<file path="src/rtl/ibex_fetch_pkg.sv">
// rtl/ibex_fetch_pkg.sv - shared types and constants for the instruction fetch master
package ibex_fetch_pkg;

  typedef enum logic [1:0] {
    FETCH_IDLE = 2'd0,
    FETCH_REQ  = 2'd1,
    FETCH_WAIT = 2'd2
  } fetch_state_e;

  typedef struct packed {
    logic [31:0] rdata;
    logic [31:0] pc;
  } fetch_entry_t;

  localparam logic [31:0] BOOT_ADDR_DEFAULT = 32'h0000_0000;

endpackage

</file>
<file path="src/rtl/ibex_fetch_fifo.sv">
// rtl/ibex_fetch_fifo.sv - prefetch FIFO with flush; head read straight from storage regs
module ibex_fetch_fifo
  import ibex_fetch_pkg::*;
#(
  parameter int unsigned DEPTH     = 2,
  parameter logic [31:0] BOOT_ADDR = BOOT_ADDR_DEFAULT
) (
  input  logic                     clk,
  input  logic                     rst_n,
  input  logic                     flush,
  input  logic                     push,
  input  fetch_entry_t             push_data,
  input  logic                     pop,
  output fetch_entry_t             head,
  output logic                     empty,
  output logic [$clog2(DEPTH):0]   count
);

  localparam int PW = $clog2(DEPTH);
  localparam int CW = PW + 1;

  fetch_entry_t    mem [DEPTH];
  logic [PW-1:0]   wr_ptr;
  logic [PW-1:0]   rd_ptr;
  logic            push_en;
  logic            pop_en;

  assign empty   = (count == '0);
  assign pop_en  = pop && !empty;
  assign push_en = push && ((32'(count) < DEPTH) || pop_en);
  assign head    = mem[rd_ptr];

  always_ff @(posedge clk) begin
    if (!rst_n) begin
      wr_ptr <= '0;
      rd_ptr <= '0;
      count  <= '0;
      for (int i = 0; i < int'(DEPTH); i++) begin
        mem[i] <= '{rdata: 32'd0, pc: BOOT_ADDR};
      end
    end else if (flush) begin
      // Storage is left stale; empty masks it until it is rewritten.
      wr_ptr <= '0;
      rd_ptr <= '0;
      count  <= '0;
    end else begin
      if (push_en) begin
        mem[wr_ptr] <= push_data;
        wr_ptr      <= wr_ptr + 1'b1;
      end
      if (pop_en) begin
        rd_ptr <= rd_ptr + 1'b1;
      end
      count <= count + CW'(push_en) - CW'(pop_en);
    end
  end

endmodule

</file>
<file path="src/rtl/ibex_fetch_master.sv">
// rtl/ibex_fetch_master.sv - instruction SRAM req/gnt/rvalid initiator with prefetch FIFO
// Optional FETCH_PERF_CNT_EN adds granted-request and discarded-response counters.
module ibex_fetch_master
  import ibex_fetch_pkg::*;
#(
  parameter int unsigned DEPTH     = 2,
  parameter int unsigned ADDR_W    = 10,
  parameter logic [31:0] BOOT_ADDR = BOOT_ADDR_DEFAULT
) (
  input  logic              clk,
  input  logic              rst_n,
  input  logic              fetch_en_i,
  input  logic              branch_i,
  input  logic [31:0]       branch_addr_i,
  output logic              sram_req,
  input  logic              sram_gnt,
  output logic [ADDR_W-1:0] sram_addr,
  input  logic              sram_rvalid,
  input  logic [31:0]       sram_rdata,
  output logic              instr_valid_o,
  input  logic              instr_ready_i,
  output logic [31:0]       instr_rdata_o,
  output logic [31:0]       instr_pc_o,
  output logic [31:0]       req_cnt_o,
  output logic [31:0]       drop_cnt_o
);

  localparam logic [1:0] IDLE = FETCH_IDLE;
  localparam logic [1:0] REQ  = FETCH_REQ;
  localparam logic [1:0] WAIT = FETCH_WAIT;

  logic [1:0]               state;
  logic [1:0]               state_n;
  logic [31:0]              fetch_pc;
  logic [31:0]              req_pc;
  logic                     outstanding;
  logic                     discard;
  logic [$clog2(DEPTH):0]   fifo_count;
  logic                     fifo_empty;
  fetch_entry_t             head;
  logic                     gnt;
  logic                     rsp;
  logic                     issue_ok;
  logic                     push;

  assign gnt      = sram_req && sram_gnt;
  assign rsp      = sram_rvalid && outstanding;
  // Counting the in-flight word reserves its FIFO slot, so a push never overruns.
  assign issue_ok = fetch_en_i && ((32'(fifo_count) + 32'(outstanding)) < DEPTH);
  assign push     = rsp && !discard && !branch_i;

  assign sram_req      = (state == REQ);
  assign sram_addr     = sram_req ? fetch_pc[ADDR_W+1:2] : '0;
  assign instr_valid_o = !fifo_empty;
  assign instr_rdata_o = head.rdata;
  assign instr_pc_o    = head.pc;

  always_comb begin
    state_n = state;
    case (state)
      IDLE:    if (issue_ok) state_n = REQ;
      REQ:     if (gnt) state_n = WAIT;
               else if (!fetch_en_i) state_n = IDLE;
      WAIT:    if (rsp) state_n = issue_ok ? REQ : IDLE;
      default: state_n = IDLE;
    endcase
  end

  always_ff @(posedge clk) begin
    if (!rst_n) begin
      state       <= IDLE;
      fetch_pc    <= BOOT_ADDR;
      req_pc      <= BOOT_ADDR;
      outstanding <= 1'b0;
      discard     <= 1'b0;
    end else begin
      state <= state_n;
      if (gnt) begin
        outstanding <= 1'b1;
        req_pc      <= fetch_pc;
      end else if (rsp) begin
        outstanding <= 1'b0;
      end
      if (branch_i) fetch_pc <= branch_addr_i & ~32'd3;
      else if (gnt) fetch_pc <= fetch_pc + 32'd4;
      // A redirect whose stale word is still in flight marks it for dropping.
      if (rsp) discard <= 1'b0;
      else if (branch_i && (outstanding || gnt)) discard <= 1'b1;
    end
  end

  ibex_fetch_fifo #(
    .DEPTH     (DEPTH),
    .BOOT_ADDR (BOOT_ADDR)
  ) u_fifo (
    .clk       (clk),
    .rst_n     (rst_n),
    .flush     (branch_i),
    .push      (push),
    .push_data ('{rdata: sram_rdata, pc: req_pc}),
    .pop       (instr_valid_o && instr_ready_i),
    .head      (head),
    .empty     (fifo_empty),
    .count     (fifo_count)
  );

`ifdef FETCH_PERF_CNT_EN
  logic [31:0] req_cnt;
  logic [31:0] drop_cnt;
  logic        drop;

  assign drop = rsp && (discard || branch_i);

  always_ff @(posedge clk) begin
    if (!rst_n) begin
      req_cnt  <= '0;
      drop_cnt <= '0;
    end else begin
      if (gnt)  req_cnt  <= req_cnt + 32'd1;
      if (drop) drop_cnt <= drop_cnt + 32'd1;
    end
  end

  assign req_cnt_o  = req_cnt;
  assign drop_cnt_o = drop_cnt;
`else
  assign req_cnt_o  = '0;
  assign drop_cnt_o = '0;
`endif

endmodule

</file>
<file path="config.mk">
export PLATFORM = sky130hd
export DESIGN_NAME = ibex_fetch_master
export DESIGN_NICKNAME = d
export VERILOG_FILES = /design/src/rtl/ibex_fetch_pkg.sv /design/src/rtl/ibex_fetch_fifo.sv /design/src/rtl/ibex_fetch_master.sv
export SDC_FILE = /design/constraint.sdc
export NUM_CORES = 1
export LEC_CHECK = 0
export CAP_MARGIN = 40
export CORE_MARGIN = 1.5
export CORE_UTILIZATION = 45
export CTS_CLUSTER_SIZE = 25
export DETAILED_ROUTE_END_ITERATION = 12
export GPL_TIMING_DRIVEN = 0
export HOLD_SLACK_MARGIN = 0.02
export PLACE_DENSITY = 0.76
export SLEW_MARGIN = 10
export SYNTH_ARGS = -nofsm -noshare
export SYNTH_HDL_FRONTEND = slang
export SYNTH_HIERARCHICAL = 1
export SYNTH_SLANG_ARGS = --single-unit
</file>
<file path="constraint.sdc">
create_clock -name clk -period 6.6 [get_ports clk]
set_clock_uncertainty 0.1 [all_clocks]
set_input_delay 1.32 -clock clk [delete_from_list [all_inputs] [get_ports clk]]
set_output_delay 1.32 -clock clk [all_outputs]
set_load 0.1 [all_outputs]
</file>
# Word level (Yosys, flattened, before mapping)
# Memory sizes are Yosys's and may differ from the RTL's. A register that Yosys moved wholly into a read port is not among the register bits.
# Index checks and enable logic that the tools add are counted.
# classes
muxes	21
reduce_logical	22
bitwise_logic	1
eq_ne	5
n_lt_le_gt_ge	2
addsub	6
# op_table
operator	n
two-way mux 32 bit	2
two-way mux 64 bit	1
OR reduction 64 bit	1
adder 32 x 3 -> 32 bit (second input constant)	1
two-way mux 1 bit	12
two-way mux 10 bit	1
logical AND 1 bit	9
two-way mux 2 bit	4
case mux 2 bit (3 select lines)	1
zero test 2 bit	2
inequality test 2 bit (second input constant)	2
nonzero test 2 bit	2
OR reduction 2 bit	2
adder 2 x 1 -> 3 bit	1
zero test 1 bit	3
less-than comparator 3 x 2 -> 1 bit (second input constant)	1
inequality test 3 x 2 -> 1 bit (second input constant)	1
AND reduction 3 bit	1
adder 1 bit (second input constant)	2
adder 2 x 1 -> 2 bit	1
== test 2 x 1 -> 1 bit (second input constant)	1
== test 2 bit (second input constant)	1
logical OR 1 bit	2
less-than comparator 2 bit (second input constant)	1
other kinds (2)	2
# word_totals
regBits	72
output_inout_bits	140
input_bits	71
ramBits	128
word_cells	67
n_memories	1
# memory_table
memory	depth	word_bits	read_ports	rd_ports_with_merged_regs	wr	line	text
u_fifo.mem	2	64	1	1	2	ibex_fetch_fifo.sv:22	fetch_entry_t mem [DEPTH];

# Depth between registers and ports, before layout
# Gate-level depths: netlist of run 1.
# logic_depth
word_depth	12
ltp_mapped	10
ltp_nobuf	10

# Hierarchy
# Netlist of run 1, hierarchy kept.
# modules_own_cells
module	area_each_um2	cells_per_inst	seq_area_each_um2	instances
ibex_fetch_fifo	5798.1	369	3943.8	1
ibex_fetch_master	3517.1	436	1281.2	1

# Worst setup path after synthesis of run 1
# Ideal clock, no wire load.
# synth_timing
kind	input to register
startpoint	in branch_i
endpoint	mem u_fifo/mem[0][0] (netlist name) (enable)
setup_time_ps	432
arrival_ps	3927
t_required_ps	6068
setup_slack_ps	2141
n_path_buf	3
stages	6
path_cell_list	clkbuf_1 -> clkbuf_1 -> nor3_1 -> and4b_4 -> buf_6 -> nand2b_1
# synth_lines
element	line	text
from (decl)	ibex_fetch_master.sv:13	input logic branch_i,
to (decl)	ibex_fetch_fifo.sv:22	

==> impl_metrics.csv, run 1 <==
group,metric,value,unit
outcome,status,"completed",
critical_path,r2r-end,"u_fifo/mem[1][51]",
drt,ant_nets,0,
cts,root_buffer,"clkbuf_16",
cts,numCtsBuffers,17,
finish,layout_commonest_cell,"and2_1",
finish,syn2layout_area_growth,42.8,%
placement,gp_congestion,0.821,
worst_hold_path,worstHoldPathType,"reg -> reg",
drt,vias_per_cell,4.69,
worst_hold_path,hold_start,"discard",
critical_path,cp_data_arrival_time,4.19,ns
sta,setup_violations,0,
critical_path,reg2regPathDepth,6,
drt,vias,6543,
cts,post_cts_resize_count,0,
sta,final-hold-violation-count,0,
drt,post_drt_wl_per_cell,14.6,um
die,fp-row-count,52,
finish,final_cell_mix,"146 x and2_1, 144 x clkdlybuf4s50_1, 128 x edfxtp_1",
global_route,grt-ovfl-total,0,
cts,clk_latency,0.42,ns
finish,drive_gt1_frac,0.242,
drt,wl_met3,826,um
worst_hold_path,whs_path_depth,2,
sta,finalCritPeriodShare,0.634,
sta,relSlewSlack,0.617,
sta,tns,0,ns
placement,portBuffers,144,
global_route,grt_antenna_before_repair,0,
logic_synthesis,synth_cell_types,53,
cts,clock_sinks,197,
placement,hpwl,15300,um
cts,cts_buffer_depth,2,
sta,rsz0062_at_grt,"no",
pwr,p_int,2090,uW
cts,clkTransAtPathRegs,0.07,ns
critical_path,cp.required,6.61,ns
pwr,power_leakage,0.00529,uW
drt,met1Wirelength,8370,um
flow_run,maxCapViolations,0,
critical_path,r2r-start,"outstanding",
logic_synthesis,synth-seq-cells,197,
logic_synthesis,yosys_warnings,6,
pwr,clockPowerShare,0.342,
logic_synthesis,synth-main-ff-cell,"edfxtp_1",
pwr,power_frac_comb,0.186,
drt,drt_drc_violations_left,0,
finish,fin_nets,1187,
drt,first_iter_violations,290,
cts,htreeDepth,4,
drt,dr.pass1.iters,5,
pwr,power_frac_seq,0.471,
pwr,peakVddDrop,0.000185,V
logic_synthesis,async_flop_share,0,
logic_synthesis,avgSynthCellArea,11.6,um^2
die,die-area,21600,um^2
finish,antenna_cells,0,
sta,maxSlewViolCount,0,
die,initial_core_util,0.459,
logic_synthesis,ys_seq_area_frac,0.561,
pwr,switching_power,833,uW
critical_path,r2r_setup_slack,4.11,ns
critical_path,worst-setup-path-type,"in -> reg",
logic_synthesis,synth_edf_count,128,
pwr,p_per_area,220,nW/um^2
die,fp.dieW,147,um
sta,holdWs,0.355,ns
worst_hold_path,min_to,"discard",
sta,period_minus_slack,4.18,ns
logic_synthesis,synth_area,9320,um^2
critical_path,start_kind,"primary input",
cts,holdBufCountCts,0,
logic_synthesis,netlist_instances,805,
cts,postCtsSetupBuffers,0,
cts,cts_tree,"built",
drt,top_layer_used,"met4",
die,chipHeight,147,um
pwr,switching_share,0.285,
critical_path,critPathCaptureType,"register",
drt,wl,20400,um
sta,max_freq,239,MHz
global_route,grt_pass1_vias,6659,
sta,worst_pin_slew,0.570,ns
pwr,finalPower,2920,uW
drt,wl_met2,10900,um
die,io_pins,211,
global_route,grt_pass1_wl,32800,um
critical_path,cp_max_fo,37,
global_route,grt_max_degree,53,
die,core-area,20300,um^2
global_route,track_usage,0.194,
## synthesized netlist by cell type, drive strengths merged, types with 9 or more instances
master	number	area, um^2
clkbuf	22	85.1
buf	87	663
and2	146	913
xor2	11	96.3
xnor2	16	140
nor3	11	60.1
edfxtp	128	3840
nor2	13	48.8
o21ai	29	145
mux2	65	732
nand3	13	75.1
nand4	9	77.6
a21oi	22	110
dfxtp	69	1380
a21boi	31	233
nand2	78	293
## cells by family after synthesis
group	Yosys count	share of synthesized area
other	1	0.000403
AND/OR/NAND/NOR	306	0.188
buffers and inverters	116	0.0831
multiplexers	66	0.0797
AO/OA/AOI/OAI	89	0.0586
XOR/XNOR	27	0.0254
adder cells (fa/ha/maj)	3	0.00403
flip-flops	197	0.561
## power by group through the flow
stage	Combinational [uW]	Clock, uW	Sequential [uW]
after floorplan	383	0	1400
after global placement	475	0	1410
after detailed placement	545	0	1410
after CTS	546	1020	1380
after global routing	568	1060	1380
final	545	1000	1380
## layer usage
layer  GRT usage  vias up
met2       0.358      154
met5           0        -
li1            -     3269
met4      0.0596        0
met1       0.228     3098
met3      0.0357       22
## registers in the layout, summed over array words and instances, names as in the netlist, named ones only
name and cells:
u_fifo/rd_ptr 1, u_fifo/wr_ptr 1, state 2, outstanding 1
u_fifo/count 2, req_pc 30, fetch_pc 30, u_fifo/mem 128
discard 1
## cell type report
| class | instances | area, um^2 |
|---|---|---|
| tap | 270 | 338 |
| clock inverter | 9 | 77.6 |
| fill | 1589 | 6990 |
| timing repair buffer | 222 | 2810 |
| multi-input combinational | 559 | 3580 |
| clock buffer | 23 | 504 |
| buffer | 109 | 748 |
| inverter | 7 | 26.3 |
| sequential | 197 | 5230 |
## critical path, stage by stage
cell and delay [ns]:
clkdlybuf4s50_1 0.59, clkbuf_1 0.31, clkbuf_1 0.32, nor3_1 0.49, and3_1 0.27, buf_6 0.17, nand2b_4 0.41, buf_12 0.30
## worst max-delay path by stage
stage | slack, ns | to | startpoint | cells after the start
after floorplan | 2.14 | u_fifo/mem[0][0] | branch_i | 6
after global placement | 0.08 | u_fifo/mem[0][57] | branch_i | 7
after detailed placement | 1.98 | u_fifo/mem[1][57] | branch_i | 8
after CTS | 2.40 | u_fifo/mem[1][49] | branch_i | 8
after global routing | 2.23 | u_fifo/mem[1][51] | branch_i | 8
final | 2.42 | u_fifo/mem[1][51] | branch_i | 8
## stage by stage
step                cells  area [um^2]  utilization  worst slack (ns)
finish               1396        13300        0.656              2.42
global route         1396        13300        0.656              2.23
CTS                  1396        13300        0.656              2.40
detailed placement   1364        12700        0.627              1.98
global placement     1286        11300        0.559            0.0820
floorplan             872         9570            -              2.14
Note: power is estimated with default switching activity, not from simulation.
==> inputs of run 2 (changes only) <==
--- a/config.mk
+++ b/config.mk
@@ -12,7 +12,7 @@
 export DETAILED_ROUTE_END_ITERATION = 12
 export GPL_TIMING_DRIVEN = 0
 export HOLD_SLACK_MARGIN = 0.02
-export PLACE_DENSITY = 0.76
+export PLACE_DENSITY = 0.79
 export SLEW_MARGIN = 10
 export SYNTH_ARGS = -nofsm -noshare
 export SYNTH_HDL_FRONTEND = slang
==> constraint.sdc (replaced) <==
create_clock -name clk -period 3.4 [get_ports clk]
set_clock_uncertainty 0.1 [all_clocks]
set_input_delay 0.68 -clock clk [delete_from_list [all_inputs] [get_ports clk]]
set_output_delay 0.68 -clock clk [all_outputs]
set_load 0.1 [all_outputs]
==> run 2 against run 1 <==
Routed wire length grew 2.9%; first-iteration DRC count shrank 29%; register-to-register slack lost 2.9 ns; utilization grew 0.44 points; cell count grew 0.14%; setup slack worse by 2.3 ns; sequential cell count is the same; non-clock buffer count unchanged; die area did not move; via count shrank 0.37%; count of clock-buffer cells in the layout increased by 1; sequential power increased by 94%.
==> impl_metrics.csv, run 2 (synthesis gave the netlist of run 1 again) <==
group,metric,value,unit
sta,final-hold-violation-count,0,
cts,cts_buffer_depth,2,
die,core-area,20300,um^2
drt,vias,6519,
sta,maxSlewViolCount,0,
critical_path,worst-path-buf-inv,5,
critical_path,cp_common_cell,"clkbuf_1",
sta,relSlewSlack,0.633,
cts,clk_latency,0.43,ns
critical_path,r2r-end,"u_fifo/mem[0][45]",
critical_path,startpoint,"branch_i",
critical_path,r2r-start,"u_fifo/count[1]",
finish,final_cell_mix,"146 x and2_1, 144 x clkdlybuf4s50_1, 128 x edfxtp_1",
critical_path,reg2regPathDepth,7,
finish,antenna_cells,0,
cts,clkTransAtPathRegs,0.07,ns
placement,portBuffers,144,
finish,fin_nets,1189,
global_route,grt_antenna_before_repair,0,
placement,hpwl,15500,um
cts,clock_sinks,197,
critical_path,cp_slowest_cell,"clkdlybuf4s50_1",
critical_path,cp_data_arrival_time,3.29,ns
finish,drive_gt1_frac,0.244,
cts,holdBufCountCts,0,
finish,post-route-util,0.660,
critical_path,cp.required,3.41,ns
flow_run,maxCapViolations,0,
critical_path,start_kind,"primary input",
placement,pre_cts_ws,-0.513,ns
drt,dr.pass1.iters,4,
global_route,grt_pass1_wl,32900,um
drt,post_drt_wl_per_cell,15.0,um
sta,holdWs,0.362,ns
pwr,finalPower,5860,uW
finish,syn2layout_area_growth,43.8,%
critical_path,crit_end,"u_fifo/mem[0][45]",
drt,first_iter_violations,207,
cts,numCtsBuffers,17,
drt,drt_drc_violations_left,0,
finish,reg_top3,"u_fifo/mem x128, fetch_pc x30, req_pc x30",
pwr,peakVddDrop,0.000289,V
finish,num-fill-cells,1552,
finish,final_cell_area,13400,um^2
sta,period_minus_slack,3.28,ns
cts,htreeDepth,4,
die,die-area,21600,um^2
pwr,p_per_area,437,nW/um^2
die,fp.dieW,147,um
critical_path,worst-setup-path-type,"in -> reg",
worst_hold_path,worstHoldPathType,"reg -> reg",
die,fp-row-count,52,
placement,dpl-instance-area,12700,um^2
cts,cts_tree,"built",
global_route,grt_pass1_vias,6407,
global_route,grt-ovfl-total,0,
critical_path,r2r_setup_slack,1.17,ns
global_route,track_usage,0.197,
die,io_pins,211,
drt,wl,21000,um
finish,max_flop_register,"u_fifo/mem",
sta,finalCritPeriodShare,0.964,
finish,layout_commonest_cell,"and2_1",
critical_path,crit_chain,"clkdlybuf4s50_1 > clkbuf_1 > clkbuf_1 > nor3_2 > and4b_4 > buf_6 > nand2b_4 > buf_12",
sta,worst_pin_slew,0.547,ns
critical_path,cp.depth,8,
finish,largest_register_ffs,128,
sta,setup_violations,0,
cts,root_buffer,"clkbuf_16",
pwr,power_leakage,0.00532,uW
outcome,status,"completed",
critical_path,path_delay_family,"buffers and inverters",
die,chipHeight,147,um
critical_path,critPathCaptureType,"register",
global_route,grt_max_degree,42,
die,initial_core_util,0.459,
drt,vias_per_cell,4.66,
placement,gp_congestion,0.821,
sta,max_freq,305,MHz
sta,setup_slack,0.121,ns
drt,ant_nets,0,
critical_path,cp_max_fo,41,
critical_path,critPathMaxStageDelay,0.59,ns
sta,rsz0062_at_grt,"no",
[run 2: layout make-up]
| class | count | area, um^2 | share of cell area |
|---|---|---|---|
| buffer | 109 | 748 | 0.0559 |
| clock buffer | 24 | 536 | 0.0400 |
| clock inverter | 8 | 108 | 0.00803 |
| inverter | 7 | 26.3 | 0.00196 |
| multi-input combinational | 561 | 3600 | 0.269 |
| sequential | 197 | 5230 | 0.390 |
| tap | 270 | 338 | 0.0252 |
| timing repair buffer | 222 | 2810 | 0.210 |
[run 2: worst min-delay path by stage]
stage            startpoint    endpoint  slack (ns)  cells after the start
6_report            discard     discard        0.36                      2
5_1_grt        fetch_pc[30]  req_pc[30]        0.38                      2
4_1_cts             discard     discard        0.35                      2
3_5_place_dp        discard     discard        0.34                      2
3_3_place_gp        discard     discard        0.33                      2
2_1_floorplan       discard     discard        0.32                      2
[run 2: per-layer routing]
layer,vias up,wire (um),global-route usage
met3,20,980,0.0311
li1,3267,-,-
met4,0,301,0.0763
met1,3058,8740,0.235
met2,174,11000,0.356
met5,-,0,0
[run 2: metrics by stage]
step / setup TNS [ns] / std cells
floorplan: 0 / 872
global placement: -153.82 / 1286
detailed placement: -49.11 / 1364
CTS: 0 / 1398
global route: 0 / 1398
finish: 0 / 1398
[run 2: power by group]
group	internal, uW	switching (uW)
logic	343	722
clock network	1260	854
registers	2620	52.2
[run 2: timing repair]
item,CTS,global route
gates resized for setup,0,1
setup buffers,0,0
hold endpoints to repair,0,0
endpoints found under the setup margin,80,80
cloned,2,0
pin swaps,0,0
[run 2: worst register-to-register path, delay by kind of cell, from the launching register on]
kind,cells,cell delay (ns)
and+or+nand+nor,5,0.93
buffers and inverters,2,0.44
DFF,1,0.41
==> inputs of run 3 (changes only) <==
--- a/config.mk
+++ b/config.mk
@@ -13,6 +13,7 @@
 export GPL_TIMING_DRIVEN = 0
 export HOLD_SLACK_MARGIN = 0.02
 export PLACE_DENSITY = 0.79
+export SETUP_SLACK_MARGIN = 0.2
 export SLEW_MARGIN = 10
 export SYNTH_ARGS = -nofsm -noshare
 export SYNTH_HDL_FRONTEND = slang
==> run 3 against run 2 <==
Power fell by 2.7%; largest power group unchanged; utilization fell by 0.33 points; non-clock buffer count is 2 higher; critical path type unchanged; largest cell class unchanged.
==> impl_metrics.csv, run 3 (synthesis gave the netlist of run 1 again) <==
group,metric,value,unit
critical_path,cp_max_fo,46,
finish,syn2layout_area_growth,43.1,%
cts,clock_sinks,197,
drt,ant_nets,0,
pwr,p_per_area,427,nW/um^2
critical_path,cp.required,3.41,ns
critical_path,start_kind,"primary input",
finish,final_cell_mix,"146 x and2_1, 144 x clkdlybuf4s50_1, 128 x edfxtp_1",
finish,max_flop_register,"u_fifo/mem",
cts,cts_tree,"built",
drt,first_iter_violations,273,
die,die-area,21600,um^2
sta,setup_slack,0.360,ns
outcome,status,"completed",
finish,drive_gt1_frac,0.247,
critical_path,critPathMaxStageDelay,0.58,ns
finish,layout_commonest_cell,"and2_1",
global_route,track_usage,0.196,
global_route,grt_antenna_before_repair,0,
cts,holdBufCountCts,0,
global_route,grt_pass1_vias,6482,
finish,final_cell_area,13300,um^2
finish,reg_top3,"u_fifo/mem x128, fetch_pc x30, req_pc x30",
placement,hpwl,15500,um
drt,vias_per_cell,4.67,
drt,wl,20700,um
placement,dpl-instance-area,12700,um^2
drt,vias,6533,
die,fp-row-count,52,
flow_run,maxCapViolations,0,
sta,finalCritPeriodShare,0.894,
sta,tns,0,ns
die,initial_core_util,0.459,
drt,post_drt_wl_per_cell,14.8,um
sta,rsz0062_at_grt,"no",
pwr,peakVddDrop,0.000340,V
critical_path,crit_chain,"clkdlybuf4s50_1 > clkbuf_1 > clkbuf_2 > nor3_2 > and4b_4 > buf_6 > nand2b_4 > buf_16",
placement,gp_congestion,0.841,
cts,clk_latency,0.43,ns
drt,drt_drc_violations_left,0,
placement,portBuffers,144,
finish,largest_register_ffs,128,
sta,final-hold-violation-count,0,
die,core-area,20300,um^2
cts,numCtsBuffers,17,
sta,max_freq,329,MHz
sta,worst_pin_slew,0.560,ns
sta,setup_violations,0,
cts,htreeDepth,4,
die,io_pins,211,
finish,post-route-util,0.657,
critical_path,cp_data_arrival_time,3.05,ns
sta,maxSlewViolCount,0,
die,chipHeight,147,um
critical_path,cp_slowest_cell,"clkdlybuf4s50_1",
cts,root_buffer,"clkbuf_16",
pwr,finalPower,5700,uW
drt,dr.pass1.iters,4,
sta,period_minus_slack,3.04,ns
die,fp.dieW,147,um
sta,relSlewSlack,0.624,
global_route,grt_pass1_wl,32800,um
global_route,grt-ovfl-total,0,
placement,pre_cts_ws,-0.517,ns
finish,antenna_cells,0,
critical_path,critPathCaptureType,"register",
pwr,power_leakage,0.00530,uW
cts,cts_buffer_depth,2,
critical_path,worst-setup-path-type,"in -> reg",
global_route,grt_max_degree,47,
worst_hold_path,worstHoldPathType,"reg -> reg",
cts,clkTransAtPathRegs,0.07,ns
finish,fin_nets,1189,
-- run 3: cell count changes in the layout (fill, tap and decap cells not counted), moves of 2 or more --
cell | before | now
buf_12 | 2 | 0
buf_2 | 11 | 4
buf_4 | 64 | 71
buf_8 | 61 | 64
clkbuf_1 | 22 | 18
clkbuf_16 | 20 | 18
clkbuf_2 | 2 | 4
clkbuf_4 | 0 | 2
clkinv_2 | 0 | 3
clkinv_4 | 2 | 0
inv_6 | 1 | 5
nand2b_2 | 2 | 0
-- run 3: worst max-delay path, delay by kind of cell --
family,cells,cell delay (ns)
AND/OR/NAND/NOR,3,0.77
buffers and inverters,5,1.58
-- run 3: worst paths after layout --
kind / start / to / slack (ns) / depth (start not counted)
worst max-delay path: branch_i / u_fifo/mem[0][0] / 0.36 / 8
worst min-delay path: fetch_pc[30] / req_pc[30] / 0.37 / 2
worst max register to register: fetch_pc[2] / fetch_pc[30] / 1.12 / 6
worst min register to register: fetch_pc[30] / req_pc[30] / 0.37 / 2
-- run 3: final cells by class --
cell class,instances,area [um^2]
Multi-Input combinational cell,559,3590
Sequential cell,197,5230
Inverter,7,26.3
Fill cell,1542,6970
Clock buffer,19,464
Buffer,109,768
Timing Repair Buffer,224,2800
Clock inverter,13,116
Tap cell,270,338
-- run 3: power breakdown --
part           internal [uW]  total (uW)  switching, uW  leakage [uW]
Sequential              2620        2680           53.0       0.00189
Clock                   1080        1960            877      0.000287
Combinational            343        1060            720       0.00312
-- run 3: repair_timing --
| action | 4_1_cts | 5_1_grt |
|---|---|---|
| resized for setup | 4 | 8 |
| buffers inserted | 2 | 0 |
| setup endpoints to repair | 97 | 158 |
-- run 3: metal layers --
metal | share of wire | track usage | routed length, um
met5 | 0 | 0 | 0
met4 | 0.018 | 0.0682 | 371
met2 | 0.53 | 0.367 | 10900
met1 | 0.41 | 0.224 | 8480
met3 | 0.044 | 0.0332 | 919
-- run 3: through the flow --
| step | hold WS [ns] | cells |
|---|---|---|
| 6_report | 0.373 | 1398 |
| 5_1_grt | 0.395 | 1398 |
| 4_1_cts | 0.374 | 1398 |
| 3_5_place_dp | 0.358 | 1364 |
| 3_3_place_gp | 0.330 | 1286 |
| 2_1_floorplan | 0.322 | 872 |
==> RTL edit: new RTL, config.mk and constraints of run 2 <==
The option `FETCH_PERF_CNT_EN` is turned on by a define.
--- a/src/rtl/ibex_fetch_master.sv
+++ b/src/rtl/ibex_fetch_master.sv
@@ -1,4 +1,6 @@
 // rtl/ibex_fetch_master.sv - instruction SRAM req/gnt/rvalid initiator with prefetch FIFO
 // Optional FETCH_PERF_CNT_EN adds granted-request and discarded-response counters.
+`define FETCH_PERF_CNT_EN
+
 module ibex_fetch_master
   import ibex_fetch_pkg::*;
Formal check against the unedited RTL: not equivalent (a bounded check fails within 4 cycles, from zero or initial values and one cycle with rst_n low).
==> RTL edit against run 2 <==
Area after synthesis grew 24%. Cell area up 31%. Clock power up 36%. Sequential cell count grew 64. Routed wire length up 55%. Register-to-register slack got worse by 0.33 ns. Via count grew 45%. Hold slack got worse by 0.0034 ns. Sequential share of layout area fell by 1.8 points. Non-clock buffer count rose by 77. Power up 21%. Setup slack improved by 0.015 ns. Highest routed layer unchanged.
==> RTL edit: results <==
set metrics [dict create \
    cts.path.max_buffers 3 \
    cp-endpoint "instr_pc_o[22]" \
    slew-limit-headroom_pct 55.2 \
    worstSkewPairLatency_ns 0.53 \
    max_stage_delay_ns 0.52 \
    layout-drive-gt1-share_pct 19.6 \
    grt_pass1_wl_mm 51.6 \
    layout.nets 1529 \
    syn_inst 1071 \
    fill_cells 1696 \
    netlist_top_cells_count "and2_1, dfxtp_1, edfxtp_1" \
    holdWs_ns 0.359 \
    gp_congestion 0.842 \
    reg2reg_depth 6 \
    synthTopCellsByArea "edfxtp_1, dfxtp_1, and2_1" \
    r2r_slack_ns 0.84 \
    clock.fmax_ghz 0.306 \
    dp_hpwl_mm 23.0 \
    synth.area.mux_share_pct 6.40 \
    vias_per_cell 5.24 \
    status "finished, final reports clean" \
    fin_cells 1804 \
    ys.flop_type "dfxtp_1" \
    crit_arrival_ns 2.48 \
    synth_compound_area_share_pct 5.64 \
    power_mw 7.09 \
    slew_viol_final 0 \
    cts_resized 1 \
    p_comb_share_pct 10.6 \
    sw_frac_of_total_pct 23.8 \
    grt_max_degree 54 \
    numCtsBuffers 27 \
    ir_drop_v 0.000241 \
    portBuffers 208 \
    cp_max_fo 10 \
    powerClk_mw 2.89 \
    cellLeakagePower_nw 6.45 \
    placed_area_sq_um 16600 \
    grt_pass1_vias 9741 \
    pre_cts_ws_ns 0.0421 \
    drtPass1Iterations 5 \
    min_to "req_pc[20]$_SDFFE_PN0P_" \
    ys_types 59 \
    crit_type "reg2out" \
    h-tree-depth 1 \
    drt-initial-drc-count 679 \
    reg2reg_from "state[0]$_SDFFE_PN0P_" \
    r2r-end "discard$_SDFFE_PP0P_" \
    synthXorXnorAreaFrac_pct 5.97 \
    synthAdderAreaFrac_pct 0.540 \
    avgRoutedWirePerCell_microns 18.1 \
    hp-start "req_pc[20]$_SDFFE_PN0P_" \
    cts_root_buffer "clkbuf_16" \
    grt_use_total_pct 24.7 \
]
[RTL edit: changes by cell type in the layout (fill, tap and decap cells not counted), moves of 16 or more]
cell and change:
xor2_1 +17, a21boi_0 -31, conb_1 -64, nand2_1 +19
xnor2_1 +35, a21oi_1 +46, nor2_1 +57, clkbuf_1 +17
buf_4 -63, buf_8 +51, clkdlybuf4s50_1 +64, dfxtp_1 +64
nand3_1 +16
[RTL edit: layout make-up]
class / count / area, sq um / area share (%)
plain buffers: 58 / 354 / 2.02
inverters: 22 / 82.6 / 0.472
repair buffers: 350 / 4590 / 26.2
well taps: 330 / 413 / 2.36
clock buffers: 44 / 822 / 4.70
flip-flops and latches: 261 / 6510 / 37.2
diodes: 1 / 2.50 / 0.0143
multi-input cells: 733 / 4680 / 26.7
clock inverters: 5 / 48.8 / 0.279
[RTL edit: layer usage]
layer	wire length (microns)	GRT usage (%)	vias to the layer above
li1	-	-	4490
met1	12500	28.8	4468
met2	16200	43.5	404
met3	2780	6.20	85
met4	1130	9.34	0
met5	0	0	-
